--- config.mk ---
export PLATFORM = sky130hd
export DESIGN_NAME = quick_spi_arbiter
export DESIGN_NICKNAME = d
export VERILOG_FILES = /design/src/rtl/quick_spi_defs_pkg.sv /design/src/rtl/quick_spi_rr_pick.sv /design/src/rtl/quick_spi_arbiter.sv
export SDC_FILE = /design/constraint.sdc
export NUM_CORES = 1
export LEC_CHECK = 0
export CAP_MARGIN = 5
export CORE_MARGIN = 2
export CORE_UTILIZATION = 43
export DETAILED_ROUTE_END_ITERATION = 6
export GPL_TIMING_DRIVEN = 0
export PLACE_DENSITY = 0.84
export SLEW_MARGIN = 20
export SYNTH_ARGS = -nofsm -noshare
export SYNTH_HDL_FRONTEND = slang
export SYNTH_SLANG_ARGS = --single-unit
--- constraint.sdc ---
create_clock -name clk -period 2.4 [get_ports clk]
set_clock_uncertainty 0.1 [all_clocks]
set_input_delay 0.24 -clock clk [delete_from_list [all_inputs] [get_ports clk]]
set_output_delay 0.24 -clock clk [all_outputs]
set_load 0.1 [all_outputs]
--- src/rtl/quick_spi_defs_pkg.sv ---
// Shared definitions for the quick_spi master and its request arbiter:
// state encodings, default widths and a constant-friendly clog2.
package quick_spi_defs;

  localparam int DEFAULT_OUTGOING_DATA_WIDTH = 16;
  localparam int DEFAULT_NUMBER_OF_SLAVES    = 2;

  typedef enum logic [2:0] {
    ST_IDLE     = 3'd0,
    ST_START    = 3'd1,
    ST_WAIT_SEL = 3'd2,
    ST_WAIT_REL = 3'd3,
    ST_DONE     = 3'd4
  } arb_state_t;

  // Never returns less than 1 so it can size a vector directly.
  function automatic int clog2(input int value);
    int result;
    result = 1;
    for (int i = 1; i < 31; i++) begin
      if ((1 << i) < value) result = i + 1;
    end
    return result;
  endfunction

endpackage

--- src/rtl/quick_spi_rr_pick.sv ---
// Combinational round-robin picker: first set request at or above ptr,
// wrapping modulo NUM_REQUESTERS.
module quick_spi_rr_pick
  import quick_spi_defs::*;
#(
  parameter int NUM_REQUESTERS = 4,
  parameter int PTR_WIDTH      = clog2(NUM_REQUESTERS)
) (
  input  logic [NUM_REQUESTERS-1:0] req,
  input  logic [PTR_WIDTH-1:0]      ptr,
  output logic                      valid,
  output logic [PTR_WIDTH-1:0]      idx,
  output logic [NUM_REQUESTERS-1:0] onehot
);

  logic [PTR_WIDTH-1:0] cand;

  // Walk from farthest to nearest so the closest hit to ptr is written last.
  always_comb begin
    valid  = 1'b0;
    idx    = '0;
    onehot = '0;
    cand   = '0;
    for (int i = NUM_REQUESTERS - 1; i >= 0; i--) begin
      cand = PTR_WIDTH'((int'(ptr) + i) % NUM_REQUESTERS);
      if (req[cand]) begin
        valid = 1'b1;
        idx   = cand;
      end
    end
    if (valid) onehot = {{(NUM_REQUESTERS-1){1'b0}}, 1'b1} << idx;
  end

endmodule

--- src/rtl/quick_spi_arbiter.sv ---
// Round-robin arbiter sharing one quick_spi master among several clients;
// completion is inferred from the master's ss_n select/release sequence.
module quick_spi_arbiter
  import quick_spi_defs::*;
#(
  parameter int NUM_REQUESTERS      = 4,
  parameter int OUTGOING_DATA_WIDTH = DEFAULT_OUTGOING_DATA_WIDTH,
  parameter int NUMBER_OF_SLAVES    = DEFAULT_NUMBER_OF_SLAVES,
  parameter int TIMEOUT_CYCLES      = 1024
) (
  input  logic                                          clk,
  input  logic                                          reset_n,
  input  logic [NUM_REQUESTERS-1:0]                     req,
  input  logic [NUM_REQUESTERS*NUMBER_OF_SLAVES-1:0]    req_slave,
  input  logic [NUM_REQUESTERS*OUTGOING_DATA_WIDTH-1:0] req_data,
  output logic [NUM_REQUESTERS-1:0]                     grant,
  output logic [NUM_REQUESTERS-1:0]                     done,
  output logic                                          timeout_err,
  output logic                                          busy,
  output logic                                          spi_start_transaction,
  output logic [NUMBER_OF_SLAVES-1:0]                   spi_slave,
  output logic [OUTGOING_DATA_WIDTH-1:0]                spi_outgoing_data,
  input  logic [NUMBER_OF_SLAVES-1:0]                   spi_ss_n
);

  localparam int PW = clog2(NUM_REQUESTERS);
  localparam int CW = clog2(TIMEOUT_CYCLES + 1);
  localparam logic [CW-1:0] CNT_LAST = CW'(TIMEOUT_CYCLES - 1);
  localparam logic [CW-1:0] CNT_SAT  = CW'(TIMEOUT_CYCLES);

  arb_state_t           state;
  logic [PW-1:0]        ptr;
  logic [PW-1:0]        idx;
  logic [CW-1:0]        cnt;
  logic                 pick_valid;
  logic [PW-1:0]        pick_idx;
  logic [NUM_REQUESTERS-1:0] pick_onehot;
  logic                 ss_idle;

  assign ss_idle = (spi_ss_n == '1);

  quick_spi_rr_pick #(
    .NUM_REQUESTERS(NUM_REQUESTERS),
    .PTR_WIDTH     (PW)
  ) u_pick (
    .req   (req),
    .ptr   (ptr),
    .valid (pick_valid),
    .idx   (pick_idx),
    .onehot(pick_onehot)
  );

  always_ff @(posedge clk) begin
    if (!reset_n) begin
      state                 <= ST_IDLE;
      ptr                   <= '0;
      idx                   <= '0;
      cnt                   <= '0;
      grant                 <= '0;
      done                  <= '0;
      timeout_err           <= 1'b0;
      busy                  <= 1'b0;
      spi_start_transaction <= 1'b0;
      spi_slave             <= '0;
      spi_outgoing_data     <= '0;
    end else begin
      spi_start_transaction <= 1'b0;
      done                  <= '0;
      timeout_err           <= 1'b0;
      if ((state == ST_WAIT_SEL || state == ST_WAIT_REL) && cnt != CNT_SAT)
        cnt <= cnt + 1'b1;

      case (state)
        ST_IDLE: begin
          if (pick_valid) begin
            grant                 <= pick_onehot;
            idx                   <= pick_idx;
            spi_slave             <= req_slave[pick_idx*NUMBER_OF_SLAVES +: NUMBER_OF_SLAVES];
            spi_outgoing_data     <= req_data[pick_idx*OUTGOING_DATA_WIDTH +: OUTGOING_DATA_WIDTH];
            spi_start_transaction <= 1'b1;
            busy                  <= 1'b1;
            state                 <= ST_START;
          end
        end
        ST_START: begin
          cnt   <= '0;
          state <= ST_WAIT_SEL;
        end
        // A master that never selects (e.g. was busy and ignored start) ends here via timeout.
        ST_WAIT_SEL: begin
          if (cnt >= CNT_LAST) begin
            done        <= grant;
            timeout_err <= 1'b1;
            state       <= ST_DONE;
          end else if (!ss_idle) begin
            state <= ST_WAIT_REL;
          end
        end
        ST_WAIT_REL: begin
          if (ss_idle) begin
            done  <= grant;
            state <= ST_DONE;
          end else if (cnt >= CNT_LAST) begin
            done        <= grant;
            timeout_err <= 1'b1;
            state       <= ST_DONE;
          end
        end
        ST_DONE: begin
          grant <= '0;
          busy  <= 1'b0;
          ptr   <= (idx == PW'(NUM_REQUESTERS - 1)) ? '0 : idx + 1'b1;
          state <= ST_IDLE;
        end
        default: state <= ST_IDLE;
      endcase
    end
  end

endmodule

==> flow_summary.html, run 1 <==
<table>
<tr><th>Metric</th><th>Value</th></tr>
<tr><th colspan="2">CTS</th></tr>
<tr><td>Clock slew at reported path FFs</td><td>approximately 100 ps</td></tr>
<tr><td>Buffers inserted during post-CTS setup optimization</td><td>0</td></tr>
<tr><td>Clock tree from TritonCTS</td><td>done</td></tr>
<tr><td>Clock buffer depth</td><td>2</td></tr>
<tr><td>CTS root buffer</td><td>sky130_fd_sc_hd__clkbuf_8</td></tr>
<tr><td>Clock net sink count</td><td>47</td></tr>
<tr><td>Number of levels the H-tree was split into</td><td>2</td></tr>
<tr><td>Insertion delay of the later-clocked pin in the worst-skew pair</td><td>310 ps</td></tr>
<tr><td>Number of clock buffers inserted by TritonCTS</td><td>5</td></tr>
<tr><td>Total of cells resized after clock tree synthesis</td><td>0</td></tr>
<tr><td>Quantity of hold-fixing buffers added after cts</td><td>0</td></tr>
<tr><th colspan="2">Run status</th></tr>
<tr><td>Outcome</td><td>finished clean</td></tr>
<tr><th colspan="2">Power and ir drop</th></tr>
<tr><td>Reported leakage power</td><td>1.397 nW</td></tr>
<tr><td>Power per unit of standard cell area</td><td>669.1 nW/um2</td></tr>
<tr><td>Peak supply drop</td><td>approximately 0.00046 V</td></tr>
<tr><td>Post-layout power</td><td>2.531 mW</td></tr>
<tr><th colspan="2">Logic synthesis</th></tr>
<tr><td>Nets in the synthesized netlist</td><td>between 300 and 400</td></tr>
<tr><td>Synth Flop Type</td><td>sky130_fd_sc_hd__dfxtp_1</td></tr>
<tr><td>Portion of synthesized cell area occupied by the leading cell type</td><td>0.3674</td></tr>
<tr><td>Count of warnings emitted by yosys</td><td>0</td></tr>
<tr><td>Average cell area after synthesis</td><td>8.289 um2</td></tr>
<tr><td>Main area contributors after synthesis</td><td>sky130_fd_sc_hd__dfxtp_1, sky130_fd_sc_hd__o21ai_0, sky130_fd_sc_hd__a21o_1, sky130_fd_sc_hd__a221oi_1, sky130_fd_sc_hd__a21oi_1</td></tr>
<tr><td>Commonest cells in the synthesized netlist</td><td>sky130_fd_sc_hd__dfxtp_1, sky130_fd_sc_hd__o21ai_0, sky130_fd_sc_hd__a21oi_1, sky130_fd_sc_hd__nand3_1, sky130_fd_sc_hd__a21o_1</td></tr>
<tr><td>Synthesized flop and latch total</td><td>47</td></tr>
<tr><td>Number of distinct library cells after synthesis</td><td>54</td></tr>
<tr><td>Most frequently used cell type in the post-synthesis netlist</td><td>sky130_fd_sc_hd__dfxtp_1</td></tr>
<tr><td>Number of enable-type register cells in the synthesized netlist</td><td>0</td></tr>
<tr><td>Share of flip-flops with an asynchronous set or reset</td><td>0</td></tr>
<tr><td>Syn Std Cell Area</td><td>roughly 2600 um2</td></tr>
<tr><td>Sequential-to-total area share from yosys stat</td><td>0.3674</td></tr>
<tr><td>Cell type with the highest aggregate area in the netlist</td><td>sky130_fd_sc_hd__dfxtp_1</td></tr>
<tr><td>Synth Instances</td><td>around 300</td></tr>
<tr><th colspan="2">Timing</th></tr>
<tr><td>Number of hold violations in the final report</td><td>0</td></tr>
<tr><td>Shortest clock period the worst path allows after layout</td><td>between 2000 and 2500 ps</td></tr>
<tr><td>Final number of max-transition violations</td><td>0</td></tr>
<tr><td>Max-Slew Margin vs Limit</td><td>0.3169</td></tr>
<tr><td>Worst-margin pin slew</td><td>just over 1000 ps</td></tr>
<tr><td>Max Freq</td><td>0.4600 GHz</td></tr>
<tr><td>Setup repair after global routing missed its margin</td><td>false</td></tr>
<tr><td>Final TNS setup</td><td>0 ps</td></tr>
<tr><td>Final clock period utilization by the worst path</td><td>0.9059</td></tr>
<tr><td>Number of failing setup endpoints in the final timing report</td><td>0</td></tr>
<tr><th colspan="2">GRT</th></tr>
<tr><td>Number of antenna violations at the first check in global routing</td><td>0</td></tr>
<tr><td>Via count of the first global-routing pass</td><td>~2.5k</td></tr>
<tr><td>Global route total overflow</td><td>0</td></tr>
<tr><td>Total routing resource utilization after global routing</td><td>0.2349</td></tr>
<tr><td>Wire length of the first global-routing pass</td><td>about 12000 um</td></tr>
<tr><td>Largest net degree at the start of global routing</td><td>16</td></tr>
<tr><th colspan="2">Floorplan</th></tr>
<tr><td>Area enclosed by the die boundary</td><td>roughly 6600 um2</td></tr>
<tr><td>Count of boundary I/O pins</td><td>109</td></tr>
<tr><td>Effective utilization at floorplan</td><td>0.4378</td></tr>
<tr><td>Die height</td><td>approximately 81 um</td></tr>
<tr><td>Core Rows</td><td>28</td></tr>
<tr><td>Die outline width</td><td>roughly 81 um</td></tr>
<tr><td>Floorplan core area</td><td>5851 um2</td></tr>
<tr><th colspan="2">Worst setup path</th></tr>
<tr><td>Cell class contributing the biggest share of worst-path delay</td><td>buffers and inverters</td></tr>
<tr><td>Slowest cell on crit path</td><td>sky130_fd_sc_hd__clkdlybuf4s50_1</td></tr>
<tr><td>Required time reported for the critical path endpoint</td><td>slightly above 2000 ps</td></tr>
<tr><td>Buffers plus inverters on the worst setup path</td><td>1</td></tr>
<tr><td>Kind of launch point of the worst setup path</td><td>flip-flop</td></tr>
<tr><td>Critical path cell sequence</td><td>clkdlybuf4s50_1</td></tr>
<tr><td>Critical path peak fanout</td><td>3</td></tr>
<tr><td>CP max stage delay</td><td>approximately 1200 ps</td></tr>
<tr><td>Sort of element at the end of the critical path</td><td>primary output</td></tr>
<tr><td>Data arrival time of the critical path</td><td>1830 ps</td></tr>
<tr><td>WS Path Type</td><td>reg2out</td></tr>
<tr><th colspan="2">Routing</th></tr>
<tr><td>Final wirelength</td><td>about 8000 um</td></tr>
<tr><td>Total DRC errors in the routed layout</td><td>0</td></tr>
<tr><td>Via/cell ratio</td><td>about 5.6</td></tr>
<tr><td>Antenna Nets Post-Route</td><td>0</td></tr>
<tr><td>Mean routed wirelength per cell</td><td>between 15 and 20 um</td></tr>
<tr><td>Length of the first detailed-routing pass in iterations</td><td>4</td></tr>
<tr><td>Via count</td><td>around 2.8k</td></tr>
<tr><td>Number of DRC markers after the initial detailed-route iteration</td><td>about 110</td></tr>
<tr><th colspan="2">Final layout</th></tr>
<tr><td>Core Util, Final</td><td>0.6467</td></tr>
<tr><td>Antenna diode count</td><td>0</td></tr>
<tr><td>Fraction of final layout cells with drive strength greater than 1</td><td>0.08314</td></tr>
<tr><td>Layout Nets</td><td>503</td></tr>
<tr><td>Area growth from synthesis to layout</td><td>47.73%</td></tr>
<tr><td>Number of filler instances in the final layout</td><td>499</td></tr>
<tr><th colspan="2">Placed design</th></tr>
<tr><td>Count of input and output buffers</td><td>roughly 100</td></tr>
<tr><td>Final HPWL DP</td><td>5940 um</td></tr>
<tr><td>Gp weighted congestion</td><td>0.8521</td></tr>
<tr><th colspan="2">Min path</th></tr>
<tr><td>Worst min-delay path class</td><td>in2reg</td></tr>
<tr><th colspan="2">Run</th></tr>
<tr><td>Maxcap violations</td><td>0</td></tr>
</table>
-- per-layer routing --
metal / share of wire / track usage / vias up
met3: 0.073 / 0.05667 / 16
met1: 0.42 / 0.2889 / 1298
li1: - / - / 1362
met4: 0.022 / 0.08814 / 0
met2: 0.49 / 0.3967 / 97
met5: 0 / 0 / -
-- stage by stage --
step / setup slack, ps / cell area [um2] / hold slack (ps) / instances
after detailed placement: 307.7 / 3696 / 362.7 / 488
after CTS: 208.6 / 3784 / 170.8 / 496
after global placement: 357.0 / 3696 / 353.1 / 488
after global routing: 160.5 / 3784 / 201.4 / 496
after floorplan: 649.7 / 2561 / 253.7 / 309
final: 225.9 / 3784 / 184.5 / 496
-- cell type report --
| cell class | instances | area (um2) | share of cell area |
|---|---|---|---|
| buffer | 26 | 133.9 | 0.03538 |
| clock buffer | 5 | 68.82 | 0.01819 |
| clock inverter | 3 | 18.77 | 0.004960 |
| inverter | 6 | 22.52 | 0.005952 |
| multi-input combinational | 230 | 1464 | 0.3869 |
| sequential | 47 | 940.9 | 0.2487 |
| tap | 75 | 93.84 | 0.02480 |
| timing repair buffer | 104 | 1041 | 0.2751 |
-- state kept, by name, summed over array words and instances, names as in the netlist --
| signal | cells |
|---|---|
| done | 4 |
| busy | 1 |
| idx | 2 |
| spi_slave | 2 |
| ptr | 2 |
| spi_outgoing_data | 16 |
| cnt | 11 |
| state | 3 |
| timeout_err | 1 |
| spi_start_transaction | 1 |
| grant | 4 |
-- kinds of logic (layout without fill, tap and decap cells) --
kind of cell,count (synthesis),after routing,share of synthesized area
DFF,47,47,0.3674
buffers and inverters,32,144,0.06106
xor gates and xnor gates,8,8,0.02735
and+or+nand+nor,92,92,0.2027
muxes,1,1,0.003908
AOI/OAI and AO/OA,126,126,0.3229
adders and majority gates,3,3,0.01466
-- path summary, 6_finish.rpt --
| check | start | end | slack [ps] | cells past startpoint |
|---|---|---|---|---|
| worst max-delay path | grant[2] | grant[2] | 230 | 1 |
| worst min register to register | busy | busy | 390 | 2 |
| worst min-delay path | req[2] | grant[2] | 180 | 3 |
| worst max register to register | ptr[1] | spi_outgoing_data[12] | 310 | 7 |
-- where the power goes --
group,switching (mW),leakage (nW),internal [mW]
clock network,0.280,0.0483,0.206
registers,0.0505,0.385,0.862
logic,0.776,0.963,0.358
-- cell usage in the layout (no fill, tap or decap), drive strengths merged, types with 3 or more instances in the layout --
cell	n
nand3	28
clkbuf	13
nand2b	5
and2	7
clkdlybuf4s50	104
xnor2	4
a221oi	17
nor4	3
buf	18
a21oi	27
ha	3
inv	7
o21ai	43
nand2	10
a21o	19
nor3	4
xor2	4
dfxtp	47
nor2b	8
nor2	15
a21boi	7
Power figures use the tool's default switching activity.
==> run 2, diff against run 1 <==
Settings changed: CTS_BUF_LIST set to sky130_fd_sc_hd__clkbuf_4 sky130_fd_sc_hd__clkbuf_8 sky130_fd_sc_hd__clkbuf_16, SKIP_CTS_REPAIR_TIMING set to 1.
==> results of run 2 <==
Final layout, timing and power as in run 1 (identical DEF).
==> run 3, diff against run 2 <==
Clock period 2.4 ns to 2.07 ns, I/O delays scaled along.
==> run 3 against run 2 <==
Net effect: first-iteration DRC count unchanged; global-route usage unchanged; critical path type unchanged; critical path depth unchanged; power increased by 16%; register-to-register slack got worse by 200 ps; worst hold slack got worse by 34 ps; die area unchanged; final cell count increased by 1.4%; setup slack got worse by 200 ps; wire length increased by 1.5%; critical endpoint is now done[0]; sequential cell count unchanged; largest power group unchanged.
==> flow_summary.html, run 3 (synthesized netlist as in run 1, its figures left out) <==
<table>
<tr><th>Metric</th><th>Value</th></tr>
<tr><th colspan="2">Floorplan</th></tr>
<tr><td>Area enclosed by the die boundary</td><td>6589 um2 (unchanged)</td></tr>
<tr><td>Die height</td><td>81.18 um (unchanged)</td></tr>
<tr><td>Core Rows</td><td>28 (unchanged)</td></tr>
<tr><td>Floorplan core area</td><td>5851 um2 (unchanged)</td></tr>
<tr><td>Count of boundary I/O pins</td><td>109 (unchanged)</td></tr>
<tr><td>Effective utilization at floorplan</td><td>0.4378 (unchanged)</td></tr>
<tr><td>Die outline width</td><td>81.18 um (unchanged)</td></tr>
<tr><th colspan="2">Final layout</th></tr>
<tr><td>Commonest non-fill, non-tap cell in the layout</td><td>sky130_fd_sc_hd__clkdlybuf4s50_1 (unchanged)</td></tr>
<tr><td>Registers with the most flip-flops</td><td>spi_outgoing_data (16), cnt (11) (unchanged)</td></tr>
<tr><td>Most frequent cells in the layout</td><td>sky130_fd_sc_hd__clkdlybuf4s50_1, sky130_fd_sc_hd__dfxtp_1, sky130_fd_sc_hd__o21ai_0, sky130_fd_sc_hd__dlymetal6s2s_1, sky130_fd_sc_hd__nand3_1 (was sky130_fd_sc_hd__clkdlybuf4s50_1, sky130_fd_sc_hd__dfxtp_1, sky130_fd_sc_hd__o21ai_0, sky130_fd_sc_hd__a21oi_1, sky130_fd_sc_hd__nand3_1)</td></tr>
<tr><td>Core Util, Final</td><td>0.6700 (was 0.6467)</td></tr>
<tr><td>Number of flip-flops in the largest register</td><td>16 (unchanged)</td></tr>
<tr><td>Antenna diode count</td><td>0 (unchanged)</td></tr>
<tr><td>Fraction of final layout cells with drive strength greater than 1</td><td>0.1051 (was 0.08314)</td></tr>
<tr><td>Layout Nets</td><td>510 (was 503)</td></tr>
<tr><td>Area growth from synthesis to layout</td><td>53.05% (was 47.73%)</td></tr>
<tr><td>Most flops, register</td><td>spi_outgoing_data (unchanged)</td></tr>
<tr><td>Number of filler instances in the final layout</td><td>483 (was 499)</td></tr>
<tr><th colspan="2">Timing</th></tr>
<tr><td>Worst-margin pin slew</td><td>1040 ps (was 1021 ps)</td></tr>
<tr><td>Max Freq</td><td>between 0.4 and 0.5 GHz</td></tr>
<tr><td>Shortest clock period the worst path allows after layout</td><td>between 2000 and 2500 ps</td></tr>
<tr><td>Final TNS setup</td><td>0 ps (unchanged)</td></tr>
<tr><td>Number of hold violations in the final report</td><td>0 (unchanged)</td></tr>
<tr><td>Final number of max-transition violations</td><td>0 (unchanged)</td></tr>
<tr><td>Max-Slew Margin vs Limit</td><td>0.3058 (was 0.3169)</td></tr>
<tr><td>Number of failing setup endpoints in the final timing report</td><td>0 (unchanged)</td></tr>
<tr><td>Setup repair after global routing missed its margin</td><td>false (unchanged)</td></tr>
<tr><td>Final clock period utilization by the worst path</td><td>0.9880</td></tr>
<tr><th colspan="2">Power and ir drop</th></tr>
<tr><td>Combinational fraction of design power</td><td>0.449 (was 0.448)</td></tr>
<tr><td>Flop pwr share</td><td>0.359 (was 0.360)</td></tr>
<tr><td>Peak supply drop</td><td>0.0005483 V (was 0.0004588 V)</td></tr>
<tr><td>Switching share of total power</td><td>0.4375 (was 0.4371)</td></tr>
<tr><td>Total net switching power</td><td>1.284 mW (was 1.106 mW)</td></tr>
<tr><td>Reported leakage power</td><td>1.874 nW (was 1.397 nW)</td></tr>
<tr><td>Portion of total power attributed to the clock network</td><td>0.192 (about the same)</td></tr>
<tr><td>Power per unit of standard cell area</td><td>748.9 nW/um2 (was 669.1 nW/um2)</td></tr>
<tr><td>Int Pwr</td><td>1.651 mW (was 1.425 mW)</td></tr>
<tr><th colspan="2">Placed design</th></tr>
<tr><td>Gp weighted congestion</td><td>0.8521 (unchanged)</td></tr>
<tr><td>Count of input and output buffers</td><td>104 (unchanged)</td></tr>
<tr><td>Final HPWL DP</td><td>5940 um (unchanged)</td></tr>
<tr><th colspan="2">Worst setup path</th></tr>
<tr><td>Endpoint of the most critical register-to-register path</td><td>spi_outgoing_data[8] (was spi_outgoing_data[12])</td></tr>
<tr><td>Sort of element at the end of the critical path</td><td>primary output (unchanged)</td></tr>
<tr><td>R2r startpoint</td><td>ptr[1] (unchanged)</td></tr>
<tr><td>Buffers plus inverters on the worst setup path</td><td>1 (unchanged)</td></tr>
<tr><td>Setup slack, reg-to-reg</td><td>110 ps (was 310 ps)</td></tr>
<tr><td>R2r worst-path depth</td><td>7 (unchanged)</td></tr>
<tr><td>CP max stage delay</td><td>1130 ps (was 1160 ps)</td></tr>
<tr><td>Required time reported for the critical path endpoint</td><td>1760 ps (was 2060 ps)</td></tr>
<tr><td>Kind of launch point of the worst setup path</td><td>flip-flop (unchanged)</td></tr>
<tr><td>Critical path cell sequence</td><td>clkdlybuf4s50_1 (unchanged)</td></tr>
<tr><td>WS Path Type</td><td>reg2out (unchanged)</td></tr>
<tr><td>Slowest cell on crit path</td><td>sky130_fd_sc_hd__clkdlybuf4s50_1 (unchanged)</td></tr>
<tr><td>Cell class contributing the biggest share of worst-path delay</td><td>buffers and inverters (unchanged)</td></tr>
<tr><td>Data arrival time of the critical path</td><td>1740 ps (was 1830 ps)</td></tr>
<tr><td>Critical path peak fanout</td><td>1 (was 3)</td></tr>
<tr><th colspan="2">GRT</th></tr>
<tr><td>Largest net degree at the start of global routing</td><td>16 (unchanged)</td></tr>
<tr><td>Wire length of the first global-routing pass</td><td>12050 um (unchanged)</td></tr>
<tr><td>Total routing resource utilization after global routing</td><td>0.2349 (unchanged)</td></tr>
<tr><td>Via count of the first global-routing pass</td><td>2497 (unchanged)</td></tr>
<tr><td>Global route total overflow</td><td>0 (unchanged)</td></tr>
<tr><td>Number of antenna violations at the first check in global routing</td><td>0 (unchanged)</td></tr>
<tr><th colspan="2">Min path</th></tr>
<tr><td>Hold-critical path depth</td><td>3 (unchanged)</td></tr>
<tr><td>Endpoint of the worst hold path</td><td>grant[2] (unchanged)</td></tr>
<tr><td>Min-delay src</td><td>req[2] (unchanged)</td></tr>
<tr><td>Worst min-delay path class</td><td>in2reg (unchanged)</td></tr>
<tr><th colspan="2">Routing</th></tr>
<tr><td>Mean routed wirelength per cell</td><td>16.15 um (was 16.14 um)</td></tr>
<tr><td>Via/cell ratio</td><td>5.537 (was 5.591)</td></tr>
<tr><td>Final wirelength</td><td>8123 um (was 8004 um)</td></tr>
<tr><td>Number of DRC markers after the initial detailed-route iteration</td><td>107 (unchanged)</td></tr>
<tr><td>Via count</td><td>2785 (was 2773)</td></tr>
<tr><td>Antenna Nets Post-Route</td><td>0 (unchanged)</td></tr>
<tr><td>Total DRC errors in the routed layout</td><td>0 (unchanged)</td></tr>
<tr><td>Length of the first detailed-routing pass in iterations</td><td>4 (unchanged)</td></tr>
<tr><th colspan="2">CTS</th></tr>
<tr><td>Clock tree from TritonCTS</td><td>done (unchanged)</td></tr>
<tr><td>Clock buffer depth</td><td>2 (unchanged)</td></tr>
<tr><td>CTS root buffer</td><td>sky130_fd_sc_hd__clkbuf_8 (unchanged)</td></tr>
<tr><td>Clock net sink count</td><td>47 (unchanged)</td></tr>
<tr><td>Number of clock buffers inserted by TritonCTS</td><td>5 (unchanged)</td></tr>
<tr><td>Insertion delay of the later-clocked pin in the worst-skew pair</td><td>310 ps (about the same)</td></tr>
<tr><td>Number of levels the H-tree was split into</td><td>2 (unchanged)</td></tr>
<tr><td>Clock slew at reported path FFs</td><td>100 ps (about the same)</td></tr>
<tr><th colspan="2">Run</th></tr>
<tr><td>Maxcap violations</td><td>0 (unchanged)</td></tr>
<tr><th colspan="2">Run status</th></tr>
<tr><td>Outcome</td><td>finished clean (unchanged)</td></tr>
</table>
## run 3: cell count changes in the layout (fill, tap and decap cells not counted), sizes merged
cell | previous run | this run
dlymetal6s2s | 0 | 28
clkdlybuf4s50 | 104 | 76
clkbuf | 13 | 12
buf | 18 | 26
## run 3: area by class of cell
class	count	area (um2)	area share
Buffer	26	137.6	0.03511
Clock buffer	5	68.82	0.01756
Clock inverter	3	18.77	0.004788
Inverter	6	22.52	0.005745
Multi-Input combinational cell	230	1474	0.3760
Sequential cell	47	940.9	0.2400
Tap cell	75	93.84	0.02394
Timing Repair Buffer	111	1164	0.2968
## run 3: stage by stage
stage | area [um2] | setup slack, ps | cells | total power [mW] | hold slack (ps)
floorplan | 2561 | 330.0 | 309 | 1.978 | 220.7
global placement | 3696 | 26.99 | 488 | 2.371 | 353.1
detailed placement | 3696 | -22.26 | 488 | 2.388 | 362.7
CTS | 3784 | -88.37 | 496 | 2.953 | 137.8
global route | 3920 | 0.3307 | 503 | 3.060 | 168.4
finish | 3920 | 24.79 | 503 | 2.936 | 150.3
## run 3: worst max-delay path by stage
stage	from	to	slack [ps]	cells after the start
floorplan	ptr[0]	spi_outgoing_data[5]	330	6
global placement	ptr[1]	spi_outgoing_data[12]	30	7
detailed placement	ptr[1]	spi_outgoing_data[12]	-20	7
CTS	grant[2]	grant[2]	-90	1
global route	done[0]	done[0]	0.3	1
finish	done[0]	done[0]	20	1
## run 3: power groups by stage
stage	Clock, mW	Combinational, mW	Sequential, mW
2_1_floorplan	0	0.336	1.64
3_3_place_gp	0	1.30	1.07
3_5_place_dp	0	1.31	1.08
4_1_cts	0.580	1.32	1.06
5_1_grt	0.612	1.38	1.07
6_report	0.564	1.32	1.05
## run 3: metal layers
metal,routed length (um),vias up,GRT usage
met5,0,-,0
met4,125,0,0.08814
met3,548,12,0.05667
met2,3943,105,0.3967
met1,3506,1290,0.2889
li1,-,1378,-
